<file path="src/rtl/write_data_order_mux.sv">
// Slave-side W-channel mux: forwards whole bursts from NUM_SRC per-ID streams
// in the order their AW transactions were granted, with one registered output stage.
//
// state  | meaning
// IDLE   | order queue empty, nothing to forward
// SELECT | searching the sources for the head wid (lowest index wins)
// STREAM | forwarding the locked source's burst until its wlast
module write_data_order_mux #(
  parameter int NUM_SRC     = 3,
  parameter int ORDER_DEPTH = 4
) (
  input  logic                             clk,
  input  logic                             rst_n,
  input  logic [5:0]                       s_aw_order_id,
  input  logic                             s_aw_order_valid,
  output logic                             s_aw_order_ready,
  input  logic [NUM_SRC*6-1:0]             s_w_wid,
  input  logic [NUM_SRC*32-1:0]            s_w_wdata,
  input  logic [NUM_SRC*4-1:0]             s_w_wstrb,
  input  logic [NUM_SRC-1:0]               s_w_wlast,
  input  logic [NUM_SRC-1:0]               s_w_valid,
  output logic [NUM_SRC-1:0]               s_w_ready,
  output logic [5:0]                       m_axi_w_wid,
  output logic [31:0]                      m_axi_w_wdata,
  output logic [3:0]                       m_axi_w_wstrb,
  output logic                             m_axi_w_wlast,
  output logic                             m_axi_w_valid,
  input  logic                             m_axi_w_ready,
  output logic [$clog2(ORDER_DEPTH):0]     order_count
);

  localparam int PW = $clog2(ORDER_DEPTH);
  localparam int CW = PW + 1;
  localparam int SW = (NUM_SRC > 1) ? $clog2(NUM_SRC) : 1;

  typedef enum logic [1:0] {IDLE, SELECT, STREAM} state_t;

  state_t        state, state_nxt;
  logic [5:0]    order_mem [ORDER_DEPTH];
  logic [PW-1:0] wr_ptr, rd_ptr;
  logic [CW-1:0] count, count_nxt;
  logic          full, empty, push, pop;
  logic [5:0]    head_wid;

  logic [SW-1:0] sel, sel_cur, found_idx;
  logic          found, match, accept;
  logic [5:0]    cur_wid;
  logic [31:0]   cur_data;
  logic [3:0]    cur_strb;
  logic          cur_last, cur_valid;

  assign full             = (count == CW'(ORDER_DEPTH));
  assign empty            = (count == '0);
  assign head_wid         = order_mem[rd_ptr];
  assign push             = s_aw_order_valid && !full;
  assign pop              = accept && cur_last;
  assign count_nxt        = count + CW'(push) - CW'(pop);
  assign s_aw_order_ready = !full;
  assign order_count      = count;

  // Lowest-index valid source whose wid matches the queue head.
  always_comb begin
    found     = 1'b0;
    found_idx = '0;
    for (int k = NUM_SRC - 1; k >= 0; k--) begin
      if (s_w_valid[k] && (s_w_wid[6*k +: 6] == head_wid)) begin
        found     = 1'b1;
        found_idx = SW'(k);
      end
    end
  end

  assign sel_cur = (state == SELECT) ? found_idx : sel;

  always_comb begin
    cur_wid   = '0;
    cur_data  = '0;
    cur_strb  = '0;
    cur_last  = 1'b0;
    cur_valid = 1'b0;
    for (int k = 0; k < NUM_SRC; k++) begin
      if (sel_cur == SW'(k)) begin
        cur_wid   = s_w_wid[6*k +: 6];
        cur_data  = s_w_wdata[32*k +: 32];
        cur_strb  = s_w_wstrb[4*k +: 4];
        cur_last  = s_w_wlast[k];
        cur_valid = s_w_valid[k];
      end
    end
  end

  always_comb begin
    match = 1'b0;
    case (state)
      SELECT:  match = found;
      STREAM:  match = cur_valid && (cur_wid == head_wid);
      default: match = 1'b0;
    endcase
  end

  assign accept = match && (!m_axi_w_valid || m_axi_w_ready);

  always_comb begin
    s_w_ready = '0;
    for (int k = 0; k < NUM_SRC; k++) begin
      s_w_ready[k] = accept && (sel_cur == SW'(k));
    end
  end

  always_comb begin
    state_nxt = state;
    case (state)
      IDLE: begin
        if (!empty) state_nxt = SELECT;
      end
      SELECT: begin
        if (pop)        state_nxt = (count_nxt != '0) ? SELECT : IDLE;
        else if (found) state_nxt = STREAM;
      end
      STREAM: begin
        if (pop) state_nxt = (count_nxt != '0) ? SELECT : IDLE;
      end
      default: state_nxt = IDLE;
    endcase
  end

  always_ff @(posedge clk or negedge rst_n) begin
    if (!rst_n) begin
      state  <= IDLE;
      sel    <= '0;
      wr_ptr <= '0;
      rd_ptr <= '0;
      count  <= '0;
    end else begin
      state <= state_nxt;
      count <= count_nxt;
      if (state == SELECT && found) sel <= found_idx;
      if (push) wr_ptr <= wr_ptr + 1'b1;
      if (pop)  rd_ptr <= rd_ptr + 1'b1;
    end
  end

  // Payload storage carries no reset; entries are only read once written.
  always_ff @(posedge clk) begin
    if (push) order_mem[wr_ptr] <= s_aw_order_id;
  end

  always_ff @(posedge clk or negedge rst_n) begin
    if (!rst_n) begin
      m_axi_w_wid   <= '0;
      m_axi_w_wdata <= '0;
      m_axi_w_wstrb <= '0;
      m_axi_w_wlast <= 1'b0;
      m_axi_w_valid <= 1'b0;
    end else if (accept) begin
      m_axi_w_wid   <= cur_wid;
      m_axi_w_wdata <= cur_data;
      m_axi_w_wstrb <= cur_strb;
      m_axi_w_wlast <= cur_last;
      m_axi_w_valid <= 1'b1;
    end else if (m_axi_w_ready) begin
      m_axi_w_valid <= 1'b0;
    end
  end

endmodule

</file>
<file path="config.mk">
export PLATFORM = sky130hd
export DESIGN_NAME = write_data_order_mux
export DESIGN_NICKNAME = d
export VERILOG_FILES = /design/src/rtl/write_data_order_mux.sv
export SDC_FILE = /design/constraint.sdc
export NUM_CORES = 1
export LEC_CHECK = 0
export ABC_AREA = 0
export CORE_UTILIZATION = 45
export CTS_CLUSTER_DIAMETER = 40
export CTS_CLUSTER_SIZE = 20
export DETAILED_ROUTE_END_ITERATION = 6
export PLACE_DENSITY_LB_ADDON = 0.05
export SLEW_MARGIN = 20
export SYNTH_ARGS = -nofsm -noshare
export SYNTH_HDL_FRONTEND = slang
export SYNTH_SLANG_ARGS = --single-unit
</file>
<file path="constraint.sdc">
create_clock -name clk -period 6.5 [get_ports clk]
set_clock_uncertainty 0.1 [all_clocks]
set_input_delay 1.3 -clock clk [delete_from_list [all_inputs] [get_ports clk]]
set_output_delay 1.3 -clock clk [all_outputs]
set_load 0.02 [all_outputs]
</file>
### Word-level counts from Yosys, hierarchy flattened

Memories as Yosys holds them, arrays and structs flattened.
Cells that the tools add are included.

* register bits: 55
* memory bits (writable): 24
* output and inout port bits: 51
* word-level logic and storage cells: 80
* memories: 1

Memories
* order_mem: words 4, bits a word 6, read ports 1, clocked after memory_dff 0, wr ports 1, line 39 `logic [5:0] order_mem [ORDER_DEPTH];`

* $add $sub $neg: 4
* equal/unequal tests: 12
* multiplexer cells: 33
* reductions and logical operators: 20

Operators by type and width (count)
* 32-bit two-way mux: 3
* 6-bit equality test: 4
* 6-bit two-way mux: 3
* 2-bit two-way mux: 8
* 1-bit two-way mux: 14
* 4-bit two-way mux: 3
* 1-bit logical AND: 11
* 2-bit case mux with 3 select lines: 1
* 2-bit by 1-bit adder with 2-bit output, second input constant: 2
* 2-bit by 1-bit equality test with 1-bit output, second input constant: 2
* 2-bit equality test, second input constant: 2
* 2-bit zero test: 2
* 2-bit inequality test, second input constant: 2
* 3-bit by 1-bit adder with 3-bit output: 1
* 3-bit equality test, second input constant: 1
* 3-bit zero test: 1
* 3-bit inequality test, second input constant: 1
* 3-bit AND reduction: 1
* 3-bit nonzero test: 1
* 3-bit by 1-bit subtractor with 3-bit output: 1
* 1-bit zero test: 2
* 1-bit case mux with 2 select lines: 1
* 2-bit nonzero test: 1
* 1-bit logical OR: 1

### Longest topological paths before layout

Gate-level depths: netlist (run 1).
An unclocked memory read counts as a cell.

* depth in word-level cells: 21
* gate-level depth with buffers: 22
* mapped depth without buffers: 19

### Least setup slack after synthesis (run 1)

Ideal clock, no wire load.

* kind: input-to-output
* start: in s_w_wid[3]
* end: out s_w_ready[0]
* arrival: 4.495 ns
* path slack: 0.605 ns
* stages on the path: 11
* buffers on the path: 1
* path through: xnor2_1 > a2bb2oi_1 > o41ai_1 > o21ai_0 > and3_1 > or4_1 > a21bo_1 > o31ai_4 > nand2_4 > buf_6 > nor3_1

* word-level cells in the longest chain between the ends: 13
* elaborated cells on any way between the ends: 19

Ends and longest elaborated chain
* from (decl): line 17 `input logic [NUM_SRC*6-1:0] s_w_wid,`
* 6-bit equality test: line 66 `if (s_w_valid[k] && (s_w_wid[6*k +: 6] == head_wid)) begin`
* 1-bit logical AND: line 66
* 2-bit two-way mux: line 66
* 2-bit two-way mux: line 73 `assign sel_cur = (state == SELECT) ? found_idx : sel;`
* 2-bit zero test: line 82, 106
* 6-bit two-way mux (3 in a row): line 82 `if (sel_cur == SW'(k)) begin`
* 6-bit equality test: line 96 `STREAM: match = cur_valid && (cur_wid == head_wid);`
* 1-bit logical AND: line 96
* 1-bit case mux with 2 select lines: line 94 `case (state)`
* 1-bit logical AND: line 101 `assign accept = match && (!m_axi_w_valid || m_axi_w_ready);`
* 1-bit logical AND *: line 106 `s_w_ready[k] = accept && (sel_cur == SW'(k));`
* to (decl): line 22 `output logic [NUM_SRC-1:0] s_w_ready,`

Mark *: on every way between the ends. The rest lies on a longest branch, timed or not.

### Worst setup path after layout (run 1)

* start: in s_w_wid[16]
* end: out s_w_ready[2]

* word-level cells in the longest chain between the ends: 15
* elaborated cells on any way between the ends: 23

Ends and longest elaborated chain (line)
* 6-bit equality test: 66
* 1-bit logical AND: 66
* 2-bit two-way mux (3 in a row): 66
* 2-bit two-way mux: 73
* 2-bit zero test: 82
* 6-bit two-way mux (3 in a row): 82
* 6-bit equality test: 96
* 1-bit logical AND: 96
* 1-bit case mux with 2 select lines: 94
* 1-bit logical AND: 101
* 1-bit logical AND *: 106

Marks and branches as above.

==> results of run 1 <==
==> placed cells by master (no fill, tap or decap), drive strengths merged, types with 24 or more instances in the layout <==
cell type / n
nand2: 53
dfrtp: 55
mux2i: 48
o21ai: 45
edfxtp: 24
clkdlybuf4s50: 188
mux2: 42
buf: 44
==> critical path, cell delays in order <==
cell	delay [ns]
clkdlybuf4s50_1	0.53
xnor2_1	0.14
nand4_1	0.14
or4_4	0.44
o41a_1	0.39
buf_4	0.18
and3_1	0.17
buf_4	0.14
nor4_1	0.31
o2111ai_1	0.23
o31ai_4	0.30
nand2_4	0.10
nor3_1	0.14
dlygate4sd2_1	0.35
==> flip-flops by register name, indices dropped and copies added (netlist names) <==
register       count
m_axi_w_wid        6
m_axi_w_wlast      1
m_axi_w_wdata     32
order_mem         24
rd_ptr             2
sel                2
m_axi_w_valid      1
state              2
m_axi_w_wstrb      4
order_count        3
wr_ptr             2
==> worst max-delay path by stage <==
| stage | endpoint | cells past startpoint |
|---|---|---|
| after floorplan | s_w_ready[0] | 11 |
| after global placement | s_w_ready[1] | 15 |
| after detailed placement | s_w_ready[1] | 13 |
| after CTS | s_w_ready[1] | 14 |
| after global routing | s_w_ready[1] | 14 |
| final | s_w_ready[2] | 14 |
==> kinds of logic after synthesis <==
logic type,synth area share
AO/OA/AOI/OAI,0.1089
XOR/XNOR,0.04235
adder cells (fa/ha/maj),0.02924
buffers and inverters,0.03781
flip-flops,0.4225
multiplexers,0.2465
AND/OR/NAND/NOR,0.1127
==> power breakdown <==
part	leakage, nW	internal (mW)	switching, mW	total (mW)
combinational	2.10	0.816	0.775	1.59
clock	0.130	0.294	0.176	0.470
sequential	0.950	0.700	0.122	0.822
total	3.18	1.81	1.07	2.88
==> through the flow <==
stage,instances,utilization
2_1_floorplan,444,-
3_3_place_gp,790,0.6909
3_5_place_dp,790,0.6909
4_1_cts,806,0.7175
5_1_grt,806,0.7175
6_report,806,0.7175
==> repair_timing <==
action,CTS,global route
hold buffers,0,0
hold endpoints to repair,0,0
setup endpoints to repair,3,0
gates resized for setup,7,0
==> layer usage <==
metal	GRT usage	part of all wire	vias up
li1	-	-	2074
met1	0.2990	0.40	2062
met2	0.4544	0.50	158
met3	0.06140	0.073	18
met4	0.08415	0.018	0
met5	0	0	-
==> area by class of cell <==
type                            count  area (µm²)  share of cell area
Tap cell                          136       170.2             0.02257
Timing Repair Buffer              235        2236              0.2965
Inverter                           12       45.04            0.005974
Sequential cell                    79        2098              0.2783
Clock inverter                      6       133.9             0.01776
Multi-Input combinational cell    328        2729              0.3619
Clock buffer                       10       127.6             0.01693
==> impl_metrics.csv, run 1 <==
group,metric,value,unit
route,drc_errors,0,
route,drtPass1Iterations,6,
yosys,netlist.area_leader.share,0.2773,
timing,hold_viol_final,0,
yosys,ys.flop_type,"dfrtp_1",
place,gp_congestion,0.8688,
floorplanning,core,10510,µm²
cts,clk_latency,0.34,ns
timing,fmax,160.0,MHz
floorplanning,num_rows,37,
setup_path,cp-start-kind,"input pin",
floorplanning,pin_count,193,
finish,antennaDiodeCount,0,
place,post_dp_cell_area,7261,µm²
floorplanning,die_area,11450,µm²
worst_hold_path,hp-class,"reg2reg",
floorplanning,start_util,0.4723,
power,ir_worst_vdd,0.0002808,V
yosys,synth_cell_types,55,
route,wl_per_cell,17.54,µm
setup_path,r2r_slack,0.58,ns
cts,h-tree-depth,3,
timing,rsz0062_at_grt,"false",
grt,grt-ovfl-total,0,
floorplanning,die_w,107.0,µm
yosys,ys_seq_area_frac,0.4225,
route,drt_iter0_drc,283,
yosys,synth_most_common_cell,"dfrtp_1",
power,p_leak,3.179,nW
timing,tightest_slew,0.7501,ns
yosys,synthArstFlopShare,0.6962,
yosys,synth_edf_count,24,
timing,setup_violations,0,
timing,postLayoutSetupSlackWorst,0.2484,ns
yosys,ys_ff_latch,79,
cts,ctsRootBufferMaster,"clkbuf_8",
route,ant_nets,0,
floorplanning,fp.dieH,107.0,µm
setup_path,crit_start,"s_w_wid[16]",
timing,setup-tns-final,0,ns
finish,n_fill_cell,811,
finish,drive_above_1_share,0.1761,
power,power.total,2.882,mW
grt,grt_pass1_wl,22390,µm
setup_path,critPathCaptureType,"output port",
yosys,synth_area_leader_cell,"dfrtp_1",
cts,clkSinkCount,79,
yosys,synthTopCellsByCount,"55 x dfrtp_1, 52 x nand2_1, 48 x mux2i_1",
setup_path,ff2ff_path_depth,19,
grt,grt.total_usage,0.2548,
route,finalWirelength,14140,µm
grt,grt_pass1_vias,4422,
cts,cts_buffers,9,
route,drt-vias-per-instance,5.350,
setup_path,r2r_end,"state[0]$_DFFE_PN0P_",
yosys,yosysWarnings,0,
cts,cts_tree,"done",
power,power_density,382.2,nW/µm²
timing,timing.hold.ws,0.3928,ns
timing,slew_viol_final,0,
route,num_vias,4312,
yosys,avgSynthCellArea,11.18,µm²
place,port-buffer-count,192,
grt,antenna_found_initial,0,
place,hpwl,11020,µm
worst_hold_path,hold-path-cell-count,1,
yosys,syn-num-nets,597,
setup_path,r2r_start,"rd_ptr[0]$_DFFE_PN0P_",
cts,clock_path_buffers,2,
yosys,syn_inst,444,
timing,fin_crit,6.252,ns
setup_path,crit_type,"in2out",
yosys,syn-cell-area,4964,µm²
worst_hold_path,whs_endpoint,"m_axi_w_wlast$_DFFE_PN0N_",
cts,clk_pin_slew,0.08,ns
place,place_ws,-0.09375,ns
finish,final_nets,818,
finish,syn2layout_area_growth,51.90,%
finish,stdcell_area,7540,µm²
setup_path,required,5.10,ns
yosys,yosys-top-cells-area,"dfrtp_1 28%, edfxtp_1 15%, mux2_4 11%",
run_status,outcome,"finished clean",
run,drv_cap,0,
setup_path,critPathArrivalTime,4.85,ns
worst_hold_path,min_from,"m_axi_w_wlast$_DFFE_PN0N_",
setup_path,crit_fanout,5,
timing,period_share,0.9618,
cts,post_cts_buffers,0,
grt,grt_max_degree,56,
timing,relSlewSlack,0.4946,
No activity file was read; power rests on OpenSTA's default activity.
==> inputs of run 2 (changes only) <==
--- a/config.mk
+++ b/config.mk
@@ -10,7 +10,7 @@
 export CTS_CLUSTER_DIAMETER = 40
 export CTS_CLUSTER_SIZE = 20
 export DETAILED_ROUTE_END_ITERATION = 6
-export PLACE_DENSITY_LB_ADDON = 0.05
+export PLACE_DENSITY_LB_ADDON = 0.25
 export SLEW_MARGIN = 20
 export SYNTH_ARGS = -nofsm -noshare
 export SYNTH_HDL_FRONTEND = slang
==> run 2 against run 1 <==
Against the previous run:
- sequential cell count is the same
- die area is the same
- clock power shrank 8.1%
- power shrank 0.63%
- worst setup slack lost 0.083 ns
- register-to-register slack lost 0.10 ns
- utilization shrank 0.25 points
- combinational power is essentially flat
- via count grew 1.4%
- critical path depth shrank 2
- cell area shrank 0.35%
- highest routed layer unchanged
==> impl_metrics.csv, run 2 (synthesis results as in run 1) <==
group,metric,value,unit
setup_path,cp_slowest_cell,"clkdlybuf4s50_1",
timing,fin_crit,6.335,ns
setup_path,required,5.10,ns
cts,h-tree-depth,3,
finish,final_nets,819,
cts,cts_buffers,9,
setup_path,crit_chain,"clkdlybuf4s50_1 > xnor2_1 > nand4_1 > or4_4 > o41a_1 > and3_1 > or4_1 > a21bo_1 > o31ai_4 > nand2_4 > nor3_1 > dlygate4sd2_1",
finish,n_fill_cell,777,
setup_path,cp_num_cells,12,
timing,fmax,157.9,MHz
timing,timing.hold.ws,0.3946,ns
timing,rsz0062_at_grt,"false",
finish,syn2layout_area_growth,51.37,%
grt,grt_pass1_vias,4481,
run_status,outcome,"finished clean",
setup_path,critPathCaptureType,"output port",
floorplanning,die_area,11450,µm²
route,num_vias,4371,
setup_path,r2r_start,"rd_ptr[0]$_DFFE_PN0P_",
timing,setup_violations,0,
route,drc_errors,0,
timing,tightest_slew,0.7163,ns
finish,mostFrequentLayoutCells,"188 x clkdlybuf4s50_1, 54 x dfrtp_1, 52 x nand2_1",
power,ir_worst_vdd,0.0002575,V
worst_hold_path,hp-class,"reg2reg",
setup_path,crit_type,"in2out",
timing,slew_viol_final,0,
setup_path,slowest_delay,0.53,ns
cts,clk_pin_slew,0.07,ns
timing,relSlewSlack,0.5225,
grt,grt.total_usage,0.2632,
finish,drive_above_1_share,0.1759,
floorplanning,fp.dieH,107.0,µm
setup_path,ff2ff_path_depth,20,
cts,clkSinkCount,79,
setup_path,critPathArrivalTime,4.93,ns
setup_path,r2r_slack,0.48,ns
power,power_density,381.1,nW/µm²
finish,antennaDiodeCount,0,
finish,layout_commonest_cell,"clkdlybuf4s50_1",
cts,clock_path_buffers,2,
setup_path,r2r_end,"state[0]$_DFFE_PN0P_",
grt,grt_max_degree,56,
place,gp_congestion,0.8872,
cts,clk_latency,0.36,ns
timing,hold_viol_final,0,
cts,ctsRootBufferMaster,"clkbuf_8",
power,p_leak,3.168,nW
route,drtPass1Iterations,4,
timing,period_share,0.9746,
place,post_dp_cell_area,7268,µm²
route,drt_iter0_drc,274,
setup_path,crit_start,"s_w_wid[12]",
finish,top_register,"m_axi_w_wdata",
setup_path,cp-start-kind,"input pin",
route,drt-vias-per-instance,5.416,
timing,postLayoutSetupSlackWorst,0.1650,ns
finish,stdcell_area,7513,µm²
grt,antenna_found_initial,0,
floorplanning,die_w,107.0,µm
place,hpwl,11320,µm
cts,holdBufCountCts,0,
grt,grt-ovfl-total,0,
setup_path,endpoint,"s_w_ready[2]",
cts,cts_tree,"done",
power,power.total,2.864,mW
cts,post_cts_buffers,0,
grt,grt_pass1_wl,23040,µm
floorplanning,core,10510,µm²
run,drv_cap,0,
floorplanning,start_util,0.4723,
setup_path,critPathBufInv,2,
floorplanning,num_rows,37,
timing,setup-tns-final,0,ns
setup_path,critical_path.top_delay_family,"simple AND/OR/NAND/NOR gates",
finish,instances_no_fill,807,
route,finalWirelength,14480,µm
setup_path,crit_fanout,7,
finish,utilization,0.7150,
route,wl_per_cell,17.94,µm
floorplanning,pin_count,193,
place,port-buffer-count,192,
place,placed_cells_incl_taps,791,
finish,top_regs,"m_axi_w_wdata (32), order_mem (24), m_axi_w_wid (6)",
finish,largest_reg_flops,32,
route,ant_nets,0,
place,place_ws,-0.1299,ns
-- run 2: cell types whose count changed in the layout (fill, tap and decap cells not counted), sizes merged --
cell      before  now
buf           44   45
bufinv         4    3
clkbuf        10    9
clkinv         2    3
clkinvlp       0    1
-- run 2: final cells by class --
type	count	area, µm²	share of cell area
multi-input combinational	328	2721	0.3622
timing repair buffer	236	2243	0.2986
sequential	79	2098	0.2793
tap	136	170.2	0.02265
clock buffer	9	123.9	0.01649
clock inverter	7	111.4	0.01482
inverter	12	45.04	0.005995
-- run 2: per-layer routing --
metal | vias to the layer above | part of all wire | GRT usage
met5 | - | 0 | 0
met4 | 0 | 0.019 | 0.08904
met3 | 24 | 0.066 | 0.05410
met2 | 154 | 0.50 | 0.4618
met1 | 2125 | 0.41 | 0.3207
li1 | 2068 | - | -
-- run 2: timing repair --
item,CTS,global route
gates resized for setup,4,2
hold endpoints to repair,0,0
setup endpoints to repair,3,4
-- run 2: worst min-delay path by stage --
stage / startpoint / slack (ns) / endpoint / depth (start not counted)
final: sel[1]$_DFFE_PN0P_ / 0.39 / sel[1]$_DFFE_PN0P_ / 1
after CTS: sel[1]$_DFFE_PN0P_ / 0.40 / sel[1]$_DFFE_PN0P_ / 1
after detailed placement: sel[1]$_DFFE_PN0P_ / 0.39 / sel[1]$_DFFE_PN0P_ / 1
after global placement: sel[1]$_DFFE_PN0P_ / 0.38 / sel[1]$_DFFE_PN0P_ / 1
after global routing: m_axi_w_wlast$_DFFE_PN0N_ / 0.42 / m_axi_w_wlast$_DFFE_PN0N_ / 1
after floorplan: sel[1]$_DFFE_PN0P_ / 0.36 / sel[1]$_DFFE_PN0P_ / 1
-- run 2: report_power, final --
group,switching [mW],internal [mW]
clock network,0.180,0.252
registers,0.116,0.700
logic,0.796,0.820
total,1.09,1.77
